===== src/rtl/program_loader.sv =====
// Boot-time program loader: receives a framed byte stream, writes 16-bit big-endian
// words into program memory from address 0, verifies an 8-bit checksum and gates CPU reset.
//
// state   | meaning
// --------+---------------------------------------------------------
// IDLE    | after reset, waiting for start; CPU held
// SYNC    | discarding bytes until 0xA5
// LEN_HI  | expecting length high byte
// LEN_LO  | expecting length low byte; length validated here
// DATA_HI | expecting high byte of next word
// DATA_LO | expecting low byte; word written the following cycle
// CHECK   | expecting checksum byte
// DONE    | image good, CPU released
// ERROR   | bad length or checksum, CPU held
module program_loader #(
    parameter int ADDR_WIDTH = 10,
    parameter int DATA_WIDTH = 16,
    parameter int DEPTH      = 1024
) (
    input  logic                  clk,
    input  logic                  reset,
    input  logic                  start,
    input  logic                  rx_valid,
    input  logic [7:0]            rx_data,
    output logic                  rx_ready,
    output logic                  mem_WE,
    output logic [ADDR_WIDTH-1:0] mem_address,
    output logic [DATA_WIDTH-1:0] mem_writeData,
    output logic                  cpu_hold,
    output logic                  busy,
    output logic                  done,
    output logic                  error
);

    localparam int CW = ADDR_WIDTH + 1;
    localparam logic [15:0] DEPTH_W = 16'(DEPTH);
    localparam logic [7:0]  SYNC_BYTE = 8'hA5;

    typedef enum logic [3:0] {
        S_IDLE, S_SYNC, S_LEN_HI, S_LEN_LO, S_DATA_HI, S_DATA_LO, S_CHECK, S_DONE, S_ERROR
    } state_t;

    state_t          state, state_next;
    logic [7:0]      len_hi_q;
    logic [15:0]     len_q;
    logic [7:0]      hi_q;
    logic [CW-1:0]   cnt_q;
    logic [7:0]      sum_q;

    logic            xfer;
    logic [15:0]     len_full;
    logic            len_bad;
    logic [CW-1:0]   cnt_inc;
    logic [7:0]      sum_add;
    logic            last_word;

    always_ff @(posedge clk or negedge reset) begin
        if (!reset) state <= S_IDLE;
        else        state <= state_next;
    end

    always_comb begin
        rx_ready   = 1'b0;
        busy       = 1'b0;
        done       = 1'b0;
        error      = 1'b0;
        cpu_hold   = 1'b1;
        state_next = state;
        case (state)
            S_SYNC, S_LEN_HI, S_LEN_LO, S_DATA_HI, S_DATA_LO, S_CHECK: begin
                rx_ready = 1'b1;
                busy     = 1'b1;
            end
            S_DONE: begin
                done     = 1'b1;
                cpu_hold = 1'b0;
            end
            S_ERROR: error = 1'b1;
            default: ;
        endcase

        xfer      = rx_valid & rx_ready;
        len_full  = {len_hi_q, rx_data};
        len_bad   = (len_full == 16'd0) || (len_full > DEPTH_W);
        cnt_inc   = cnt_q + CW'(1);
        sum_add   = sum_q + rx_data;
        last_word = (16'(cnt_inc) == len_q);

        case (state)
            S_IDLE, S_DONE, S_ERROR: if (start) state_next = S_SYNC;
            S_SYNC:    if (xfer && rx_data == SYNC_BYTE) state_next = S_LEN_HI;
            S_LEN_HI:  if (xfer) state_next = S_LEN_LO;
            S_LEN_LO:  if (xfer) state_next = len_bad ? S_ERROR : S_DATA_HI;
            S_DATA_HI: if (xfer) state_next = S_DATA_LO;
            S_DATA_LO: if (xfer) state_next = last_word ? S_CHECK : S_DATA_HI;
            S_CHECK:   if (xfer) state_next = (rx_data == sum_q) ? S_DONE : S_ERROR;
            default:   state_next = S_IDLE;
        endcase
    end

    // Datapath registers; mem_WE is a single-cycle strobe following the lo-byte handshake.
    always_ff @(posedge clk or negedge reset) begin
        if (!reset) begin
            len_hi_q      <= '0;
            len_q         <= '0;
            hi_q          <= '0;
            cnt_q         <= '0;
            sum_q         <= '0;
            mem_WE        <= 1'b0;
            mem_address   <= '0;
            mem_writeData <= '0;
        end else begin
            mem_WE <= 1'b0;
            if (xfer) begin
                case (state)
                    S_LEN_HI: len_hi_q <= rx_data;
                    S_LEN_LO: begin
                        len_q <= len_full;
                        cnt_q <= '0;
                        sum_q <= '0;
                    end
                    S_DATA_HI: begin
                        hi_q  <= rx_data;
                        sum_q <= sum_add;
                    end
                    S_DATA_LO: begin
                        sum_q         <= sum_add;
                        mem_writeData <= DATA_WIDTH'({hi_q, rx_data});
                        mem_address   <= cnt_q[ADDR_WIDTH-1:0];
                        mem_WE        <= 1'b1;
                        cnt_q         <= cnt_inc;
                    end
                    default: ;
                endcase
            end
        end
    end

endmodule

===== config.mk =====
export PLATFORM = sky130hd
export DESIGN_NAME = program_loader
export DESIGN_NICKNAME = d
export VERILOG_FILES = /design/src/rtl/program_loader.sv
export SDC_FILE = /design/constraint.sdc
export NUM_CORES = 1
export LEC_CHECK = 0
export CAP_MARGIN = 20
export CORE_UTILIZATION = 51
export DETAILED_ROUTE_END_ITERATION = 12
export GPL_ROUTABILITY_DRIVEN = 0
export PLACE_DENSITY = 0.78
export SLEW_MARGIN = 0
export SYNTH_ARGS = -nofsm -noshare
export SYNTH_HDL_FRONTEND = slang
export SYNTH_SLANG_ARGS = --single-unit
export TNS_END_PERCENT = 30

===== constraint.sdc =====
create_clock -name clk -period 1.9 [get_ports clk]
set_input_delay 0.19 -clock clk [delete_from_list [all_inputs] [get_ports clk]]
set_output_delay 0.19 -clock clk [all_outputs]
set_load 0.05 [all_outputs]

* Word-level counts from Yosys, hierarchy flattened
Index checks and enable logic that the tools add are counted.
** Storage, ports and cells
- Register bits after elaboration :: 82
- Output and inout port bits :: 32
- Logic and storage cells :: 66
- Input bits :: 12
** Cells by class
- Eq/ne operators :: 18
- Magnitude comparators :: 1
- Multiplexer cells :: 19
- Add/sub/neg operators :: 2
- Reductions and logical operators :: 16
- Bitwise logic cells :: 1
** Operators with widths (count)
- $mux W4 :: 9
- $pmux W4 S7 :: 1
- $pmux W11 S2 :: 1
- $eq A11 B16 Y1 :: 1
- $eq A4 B3 Y1 const B :: 4
- $gt A16 B11 Y1 const B :: 1
- $logic_not A16 Y1 :: 1
- $pmux W8 S2 :: 1
- $ne A2 B2 Y1 const B :: 7
- $reduce_and A2 Y1 :: 6
- $add A11 B1 Y11 const B :: 1
- $add A8 B8 Y8 :: 1
- $eq A4 B2 Y1 const B :: 2
- $eq A8 B8 Y1 :: 1
- $eq A8 B8 Y1 const B :: 1
- $reduce_and A7 Y1 :: 1
- $mux W1 :: 6
- $reduce_or A6 Y1 :: 1
- $eq A4 B1 Y1 const B :: 1
- $eq A4 B4 Y1 const B :: 1
- $logic_not A4 Y1 :: 1
- $reduce_bool A2 Y1 :: 2
- $reduce_or A3 Y1 :: 1
- $mux W2 :: 1
- 4 further kinds :: 4

* Longest topological paths before layout
Gate-level depths: netlist of run 1.
- Depth in word-level cells :: 7
- Mapped depth :: 9
- Depth with buffers taken out :: 9

* Worst setup path after synthesis of run 1
No wires, ideal clock.
- Kind :: reg-to-reg
- From :: register sum_q[3]
- To :: register state[1]
- Arrival time :: 1.974 ns
- Clock period less this slack :: 2.056 ns
- Path slack :: -0.156 ns
- Data required time :: 1.817 ns
- Setup time :: 0.083 ns
- Stages on the path, launching flop included :: 8
- Buffers on the path :: 0
- Cell sequence :: dfrtp_1 -> ha_1 -> or4_1 -> o31ai_1 -> nand3b_1 -> a21oi_1 -> a41oi_1 -> o21ai_0
** Between the ends
- Word-level cells in the longest chain between the ends :: 4
** RTL lines
- from (decl) :: RTL line 48 : logic [7:0] sum_q;
- from (signal assigned) :: RTL line 124 : sum_q <= sum_add;
- from (signal assigned) :: RTL line 127 : sum_q <= sum_add;
- $eq A8 B8 Y1 :: RTL line 96 : S_CHECK: if (xfer) state_next = (rx_data == sum_q) ? S_DONE : S_ERROR;
- $mux W4 (2 in series) :: RTL line 96
- $pmux W4 S7 :: RTL line 89 : case (state)
- to (signal assigned) :: RTL line 59 : else state <= state_next;
- to (decl) :: RTL line 43 : state_t state, state_next;
No other way between the ends. The select of a mux whose other input is x is not followed.
A chain may end at the register's enable or synchronous reset.

* Worst setup path after layout of run 1
- From :: register sum_q[5]
- To :: register state[1]
Same word-level chain as after synthesis.

==> results of run 1 <==
what timing repair did:
item	in CTS	in global routing
cloned	0	0
pin swaps	1	14
setup endpoints to repair	10	39
hold buffers	1	0
buffers inserted	3	4
resized for setup	11	42
endpoints found under the hold margin	37	0
area by class of cell:
type                    instances  area, µm²
fillers                       539       2210
multi-input cells             275       2102
flip-flops and latches         82       2052
repair buffers                111       1020
clock buffers                  11      141.4
well taps                     102      127.6
inverters                      12      45.04
clock inverters                 5      30.03
per-stage QoR:
stage               hold WS, ns  setup TNS, ns
global placement         0.2117         -3.111
CTS                      0.3673        -0.3255
finish                   0.3430        -0.6932
global route             0.3800         -1.237
detailed placement       0.2078         -3.666
floorplan               -0.1056       -0.01338
layer usage:
metal	wire, µm	up-vias	track usage
met5	0	-	0
met1	4416	1763	0.3384
met3	468	29	0.03518
met4	332	0	0.1151
met2	5273	93	0.4091
li1	-	1585	-
sequential cells by signal (all words and copies together), names as in the netlist:
register / count
cnt_q: 11
hi_q: 8
len_hi_q: 8
len_q: 16
mem_WE: 1
mem_address: 10
mem_writeData: 16
state: 4
sum_q: 8
worst max path at each step:
stage	to	slack [ns]	cells after the start
6_report	state[1]	-0.27	7
4_1_cts	sum_q[7]	-0.14	7
2_1_floorplan	state[2]	-0.007	8
3_3_place_gp	sum_q[6]	-0.48	10
5_1_grt	state[1]	-0.34	7
3_5_place_dp	sum_q[6]	-0.53	10
synth_stat cells, types with 2 or more instances:
| cell | count | area share |
|---|---|---|
| a21oi_1 | 9 | 0.011 |
| a22o_1 | 5 | 0.011 |
| a31oi_1 | 2 | 0.0031 |
| a41oi_1 | 2 | 0.0043 |
| and3_1 | 5 | 0.0076 |
| and4_1 | 2 | 0.0043 |
| buf_2 | 2 | 0.0024 |
| buf_4 | 2 | 0.0037 |
| clkbuf_1 | 18 | 0.017 |
| dfrtp_1 | 82 | 0.50 |
| ha_1 | 8 | 0.024 |
| inv_1 | 12 | 0.011 |
| mux2_2 | 46 | 0.13 |
| nand2_1 | 54 | 0.050 |
| nand2b_1 | 4 | 0.0061 |
| nand3_1 | 11 | 0.013 |
| nand4_1 | 5 | 0.0076 |
| nor2_1 | 24 | 0.022 |
| nor2b_1 | 2 | 0.0031 |
| nor3_1 | 8 | 0.0098 |
| nor4_1 | 4 | 0.0061 |
| o21ai_0 | 29 | 0.035 |
| o31ai_1 | 8 | 0.015 |
| o41ai_1 | 2 | 0.0043 |
| or3_1 | 5 | 0.0076 |
| or4_1 | 4 | 0.0073 |
| xnor2_1 | 9 | 0.019 |
| xor2_1 | 8 | 0.017 |
power groups by stage:
stage	clock network, W	logic, W	registers [W]
finish	0.00114	0.00494	0.00294
global route	0.00124	0.00529	0.00302
CTS	0.00114	0.00455	0.00292
detailed placement	0	0.00443	0.00294
global placement	0	0.00431	0.00289
floorplan	0	0.00225	0.00357
cell families (layout without fill, tap and decap cells):
| logic type | count (synthesis) | count (layout) |
|---|---|---|
| DFF | 82 | 82 |
| buffers and inverters | 35 | 139 |
| xor gates and xnor gates | 17 | 17 |
| adders and majority gates | 9 | 9 |
| muxes | 46 | 46 |
| and+or+nand+nor | 137 | 137 |
| AOI/OAI and AO/OA | 66 | 66 |
critical path, stage by stage, from the launching register on:
cell and delay (ns):
dfrtp_1 0.42, ha_4 0.26, or4_4 0.57, o31ai_4 0.23, nand3b_1 0.13, a21oi_1 0.22
a41oi_1 0.09, o21ai_1 0.16
==> metrics, run 1 <==
status finished with violations; failing checks negative setup slack; number of global-route vias before repair 3250; Placed Instances 574; sequential element share of the synthesized area 0.5012; number of flops mapped to enable cells by yosys 0; CP Capture Type register; Syn-to-layout area delta 34.78%; setup repair after global routing missed its margin yes; Post-Synth Simple-Gate Area 0.1638; #FFs+latches synth 82; Slew @ Worst Pin 0.5183 ns; WP data arrival 2.45 ns; Hold Path Class primary input to asynchronous set/reset pin; Final Critical Period 2.166 ns; DR iter-0 viols 215; worst setup margin -0.2655 ns; Num CTS Buffers 9; Core Area 7727 µm²; total grt overflow 0; Max IR drop VDD 0.001209 V; Final Non-Filler Cells 598; Top FF cell, synth dfrtp_1; CP max FO 2; via count 3470; DR pass1 iterations 4; Syn Std Cell Area 4094 µm²; final hold vios 0; most common cell after layout, fill and taps aside dfrtp_1; chip width 91.60 µm; Post-Syn Area per Cell 10.44 µm²; WS Path Type register to register; Clock power frac 0.126; r2r startpoint sum_q[5]; Final Skew 0.007126 ns; share of layout cells above drive strength 1 0.3468; r2r endpoint state[1]; Placement Cell Area 5081 µm²; initial antenna violation count 0; Routed WL 10490 µm; # setup viols final 7; final core occ 0.7141; Total GRT Usage 0.2533; DR WL/cell 17.54 µm; Ports 44; mux contribution to synthesized area 0.1265; Sw Pwr 0.003810 W; CTS clk-pin slew, worst paths 0.08 ns; Routed Antenna Nets 0; vias per inst 5.803; total power 0.009017 W; clock tree buffer depth 2; clk sinks 82; Final Max Slew Viols 0; r2r setup slk -0.27 ns; Sw Ratio 0.4226; Post-Synth XOR/XNOR Area 0.03637; DP Worst Slack -0.5315 ns; Syn. warnings 0; dpl hpwl 7108 µm; Synth Area in Adders 0.02934; Initial Utilization 0.5298; CP startpoint kind register; Distinct cells, synth 48; Die Y-Extent 91.60 µm; internal cell power 0.005207 W; CTS Root Cell clkbuf_8; Comb pwr share 0.548; synthesized net count 413; critical path required time 2.19 ns; H-tree levels 3; slew margin rel. 0.6545; Die Area 8390 µm²; cells on worst reg2reg path 7; Max-cap violations 0; Rows 32; pin count of the biggest net entering global routing 42; compound-cell area share of the yosys netlist 0.1064; Fmax 461.8 MHz; leakage power 2.492 nW; pwr/cell area 1634 nW/µm²; Cells after Synth 392; n_diodes 0; sequential share of power 0.326; clk_lat worst skew 0.36 ns; first-pass GRT wire length 16280 µm; Final Cycle Share 1.140; most frequent cells in the layout dfrtp_1 (82), buf_4 (62), nand2_1 (52), mux2_2 (46), clkdlybuf4s50_1 (34); Nets 512; Post-synth ARST share 1.000; CTS tree built; main combinational cell family by area after synthesis simple AND/OR/NAND/NOR gates; Post-route DRC 0; cell area after layout 5518 µm²; Port Buf Inserts 43; Worst Setup SP sum_q[5]
(Power assumes the default switching activity.)
==> inputs of run 2 (changes only) <==
--- a/config.mk
+++ b/config.mk
@@ -5,7 +5,7 @@
 export SDC_FILE = /design/constraint.sdc
 export NUM_CORES = 1
 export LEC_CHECK = 0
-export CAP_MARGIN = 20
+export CAP_MARGIN = 40
 export CORE_UTILIZATION = 51
 export DETAILED_ROUTE_END_ITERATION = 12
 export GPL_ROUTABILITY_DRIVEN = 0
==> results of run 2 <==
The final DEF is identical to that of run 1; final timing and power are the same.
==> inputs of run 3 (changes only) <==
--- a/config.mk
+++ b/config.mk
@@ -5,8 +5,10 @@
 export SDC_FILE = /design/constraint.sdc
 export NUM_CORES = 1
 export LEC_CHECK = 0
+export ABC_AREA = 1
 export CAP_MARGIN = 40
 export CORE_UTILIZATION = 51
+export CTS_CLUSTER_DIAMETER = 30
 export DETAILED_ROUTE_END_ITERATION = 12
 export GPL_ROUTABILITY_DRIVEN = 0
 export PLACE_DENSITY = 0.78
==> run 3 against run 2 <==
  * The run now ends clean
  * First-iteration DRC count up 15%
  * Non-clock buffer count fell by 17
  * Sequential share of layout area up 1.6 points
  * Critical path depth stayed put
  * Routed wire length is 8.0% lower
  * Utilization down 2.4 points
  * Final area shrank 3.9%
  * Area after synthesis fell by 1.1%
  * Final cell count up 16%
  * Critical path type is now register to output port
  * Largest cell class is now sequential cells
==> metrics, run 3 <==
Die Area 8296 µm² (was 8390 µm²); r2r startpoint state[3] (was sum_q[5]); TNS Setup 0 ns (was -0.6932 ns); count leader, synth nand2_1 (was dfrtp_1); CTS tree built (unchanged); Syn. warnings 0 (unchanged); Rows 32 (unchanged); critical path, cell by cell buf_4, nor2_2, inv_1, nor2_2, inv_1, nor2_2, buf_12 (was ha_4, or4_4, o31ai_4, nand3b_1, a21oi_1, a41oi_1, o21ai_1); internal cell power 0.005215 W (was 0.005207 W); Final Skew 0.009859 ns (was 0.007126 ns); Placement Cell Area 4877 µm² (was 5081 µm²); CP dominant cell by count nor2_2; Num CTS Buffers 9 (unchanged); DR pass1 iterations 5 (was 4); DR WL/cell 13.93 µm (was 17.54 µm); Nets 607 (was 512); CP Capture Point error (was state[1]); Final Max Slew Viols 0 (unchanged); cell taking the most area after synthesis dfrtp_1 (unchanged); Max-cap violations 0 (unchanged); Syn Std Cell Area 4048 µm² (was 4094 µm²); vias per inst 5.385 (was 5.803); r2r setup slk 0.08 ns (was -0.27 ns); slew margin rel. 0.6565 (was 0.6545); Fill cells 612 (was 539); Die Y-Extent 91.09 µm (was 91.60 µm); pwr/cell area 1755 nW/µm² (was 1634 nW/µm²); Core Area 7687 µm² (was 7727 µm²); pin count of the biggest net entering global routing 50 (was 42); first-pass GRT wire length 15820 µm (was 16280 µm); CTS clk-pin slew, worst paths 0.09 ns (was 0.08 ns); Synth top area share 0.5070 (was 0.5012); CTS Root Cell clkbuf_8 (unchanged); share of layout cells above drive strength 1 0.1844 (was 0.3468); Comb pwr share 0.523 (was 0.548); Post-synth ARST share 1.000 (unchanged); Cells after Synth 495 (was 392); Routed WL 9651 µm (was 10490 µm); H-tree levels 3 (unchanged); via count 3732 (was 3470); CP max FO 5 (was 2); biggest regs len_q (16), mem_writeData (16), cnt_q (11) (unchanged); Initial Utilization 0.5265 (was 0.5298); final core occ 0.6898 (was 0.7141); final hold vios 0 (unchanged); Fmax 536.5 MHz (was 461.8 MHz); Clock power frac 0.151 (was 0.126); Max stage delay on crit path 0.47 ns (was 0.57 ns); WP data arrival 1.67 ns (was 2.45 ns); number of flops mapped to enable cells by yosys 0 (unchanged); WS Path Type register to output port (was register to register); clk_lat worst skew 0.35 ns (was 0.36 ns); number of global-route vias before repair 3452 (was 3250); r2r endpoint len_q[3] (was state[1]); Distinct cells, synth 35 (was 48); Final Critical Period 1.864 ns (was 2.166 ns); chip width 91.09 µm (was 91.60 µm); clock tree buffer depth 2 (unchanged); Hold Path Class primary input to asynchronous set/reset pin (unchanged); setup repair after global routing missed its margin yes (unchanged); CP startpoint kind register (unchanged); Post-Syn Area per Cell 8.177 µm² (was 10.44 µm²); largest cells by area after synthesis dfrtp_1 (51%), nand2_1 (14%), o21ai_0 (6.9%) (was dfrtp_1 (50%), mux2_2 (13%), nand2_1 (5.0%)); Ports 44 (unchanged); clk sinks 82 (unchanged); n_diodes 0 (unchanged); sequential share of power 0.326 (about the same); most frequent cells in the layout nand2_1 (151), dfrtp_1 (80), o21ai_0 (52), buf_4 (48), inv_1 (43) (was dfrtp_1 (82), buf_4 (62), nand2_1 (52), mux2_2 (46), clkdlybuf4s50_1 (34)); Final Non-Filler Cells 693 (was 598); Syn-to-layout area delta 31.00% (was 34.78%); # setup viols final 0 (was 7); status completed (was finished with violations); Sw Ratio 0.4397 (was 0.4226); area of the multi-input gates 1813 µm² (was 2102 µm²); Port Buf Inserts 43 (unchanged); initial antenna violation count 0 (unchanged); total grt overflow 0 (unchanged); #FFs+latches synth 82 (unchanged); Slew @ Worst Pin 0.5137 ns (was 0.5183 ns); CP Capture Type output port (was register); Max IR drop VDD 0.0007484 V (was 0.001209 V); critical path required time 1.71 ns (was 2.19 ns); Worst Setup SP state[0] (was sum_q[5]); Final Cycle Share 0.9810 (was 1.140); top cells by count, synth nand2_1 (155), dfrtp_1 (82), o21ai_0 (56) (was dfrtp_1 (82), nand2_1 (54), mux2_2 (46)); leakage power 2.599 nW (was 2.492 nW); Post-route DRC 0 (unchanged); Top FF cell, synth dfrtp_1 (unchanged); Placed Instances 664 (was 574); dpl hpwl 6771 µm (was 7108 µm); sequential element share of the synthesized area 0.5070 (was 0.5012); CP max stage cell dfrtp_2 (was or4_4); most common cell after layout, fill and taps aside nand2_1 (was dfrtp_1); cells on worst reg2reg path 11 (was 7); synthesized net count 516 (was 413); DR iter-0 viols 248 (was 215); Sw Pwr 0.004092 W (was 0.003810 W); register area 2054 µm² (was 2052 µm²); cell area after layout 5303 µm² (was 5518 µm²); Routed Antenna Nets 0 (unchanged); Total GRT Usage 0.2431 (was 0.2533)
[run 3: cell count changes in the layout (fill, tap and decap cells not counted), sizes merged, moves of 16 or more]
cell   delta
nand2   +105
nand3    +16
inv      +38
mux2     -44
o21ai    +40
buf      -17
[run 3: power by group through the flow]
stage	clock network (W)	registers (W)	logic (W)
after CTS	0.00142	0.00300	0.00457
after global routing	0.00151	0.00313	0.00534
final	0.00141	0.00303	0.00487
after floorplan	0	0.00356	0.00235
after global placement	0	0.00299	0.00432
after detailed placement	0	0.00301	0.00445
[run 3: cell families (layout without fill, tap and decap cells)]
kind of cell / after synthesis / after routing / synth area share
flops: 82 / 82 / 0.5070
simple gates: 244 / 244 / 0.2587
xor+xnor: 5 / 5 / 0.01082
fa+ha+maj: 9 / 9 / 0.02968
compound gates: 89 / 89 / 0.1215
buf+inv: 64 / 160 / 0.06584
mux: 2 / 2 / 0.006490
[run 3: area by class of cell]
type                       count  area share
inverter                      50     0.03539
clock buffer                  10     0.02596
sequential                    82      0.3874
tap                          102     0.02407
timing repair buffer          94      0.1682
clock inverter                 6     0.01699
multi-input combinational    349      0.3419
[run 3: per-layer routing]
layer  wire, µm  global-route usage
met5          0                   0
met4        205             0.09392
met3        396             0.05025
met2       4740              0.3996
met1       4309              0.3169
[run 3: worst max-delay path: cells and delay by family (launching register included)]
kind,cells,cell delay [ns]
AND/OR/NAND/NOR,3,0.36
buffers and inverters,4,0.49
flip-flops,1,0.47
[run 3: what timing repair did]
item                                    4_1_cts  5_1_grt
buffers inserted                              2       11
resized for setup                             7       23
hold buffers                                  1        0
endpoints found under the setup margin        3       34
endpoints found under the hold margin        29        0
gates cloned                                  0        0
pin swaps                                     0        8
[run 3: how the worst min path moves through the flow]
| stage | start | endpoint | slack [ns] |
|---|---|---|---|
| global route | reset | mem_address[3] | 0.34 |
| global placement | reset | mem_address[4] | 0.15 |
| detailed placement | reset | mem_address[4] | 0.15 |
| floorplan | reset | cnt_q[0] | -0.11 |
| finish | reset | mem_address[3] | 0.31 |
| CTS | reset | mem_address[3] | 0.32 |
[run 3: metrics by stage]
stage	worst slack, ns	power (W)	hold slack (ns)
final	0.03615	0.009308	0.3067
after global routing	-0.06511	0.009977	0.3384
after CTS	0.007926	0.008987	0.3159
after detailed placement	-0.2450	0.007465	0.1510
after global placement	-0.1523	0.007308	0.1495
after floorplan	-0.09913	0.005914	-0.1056
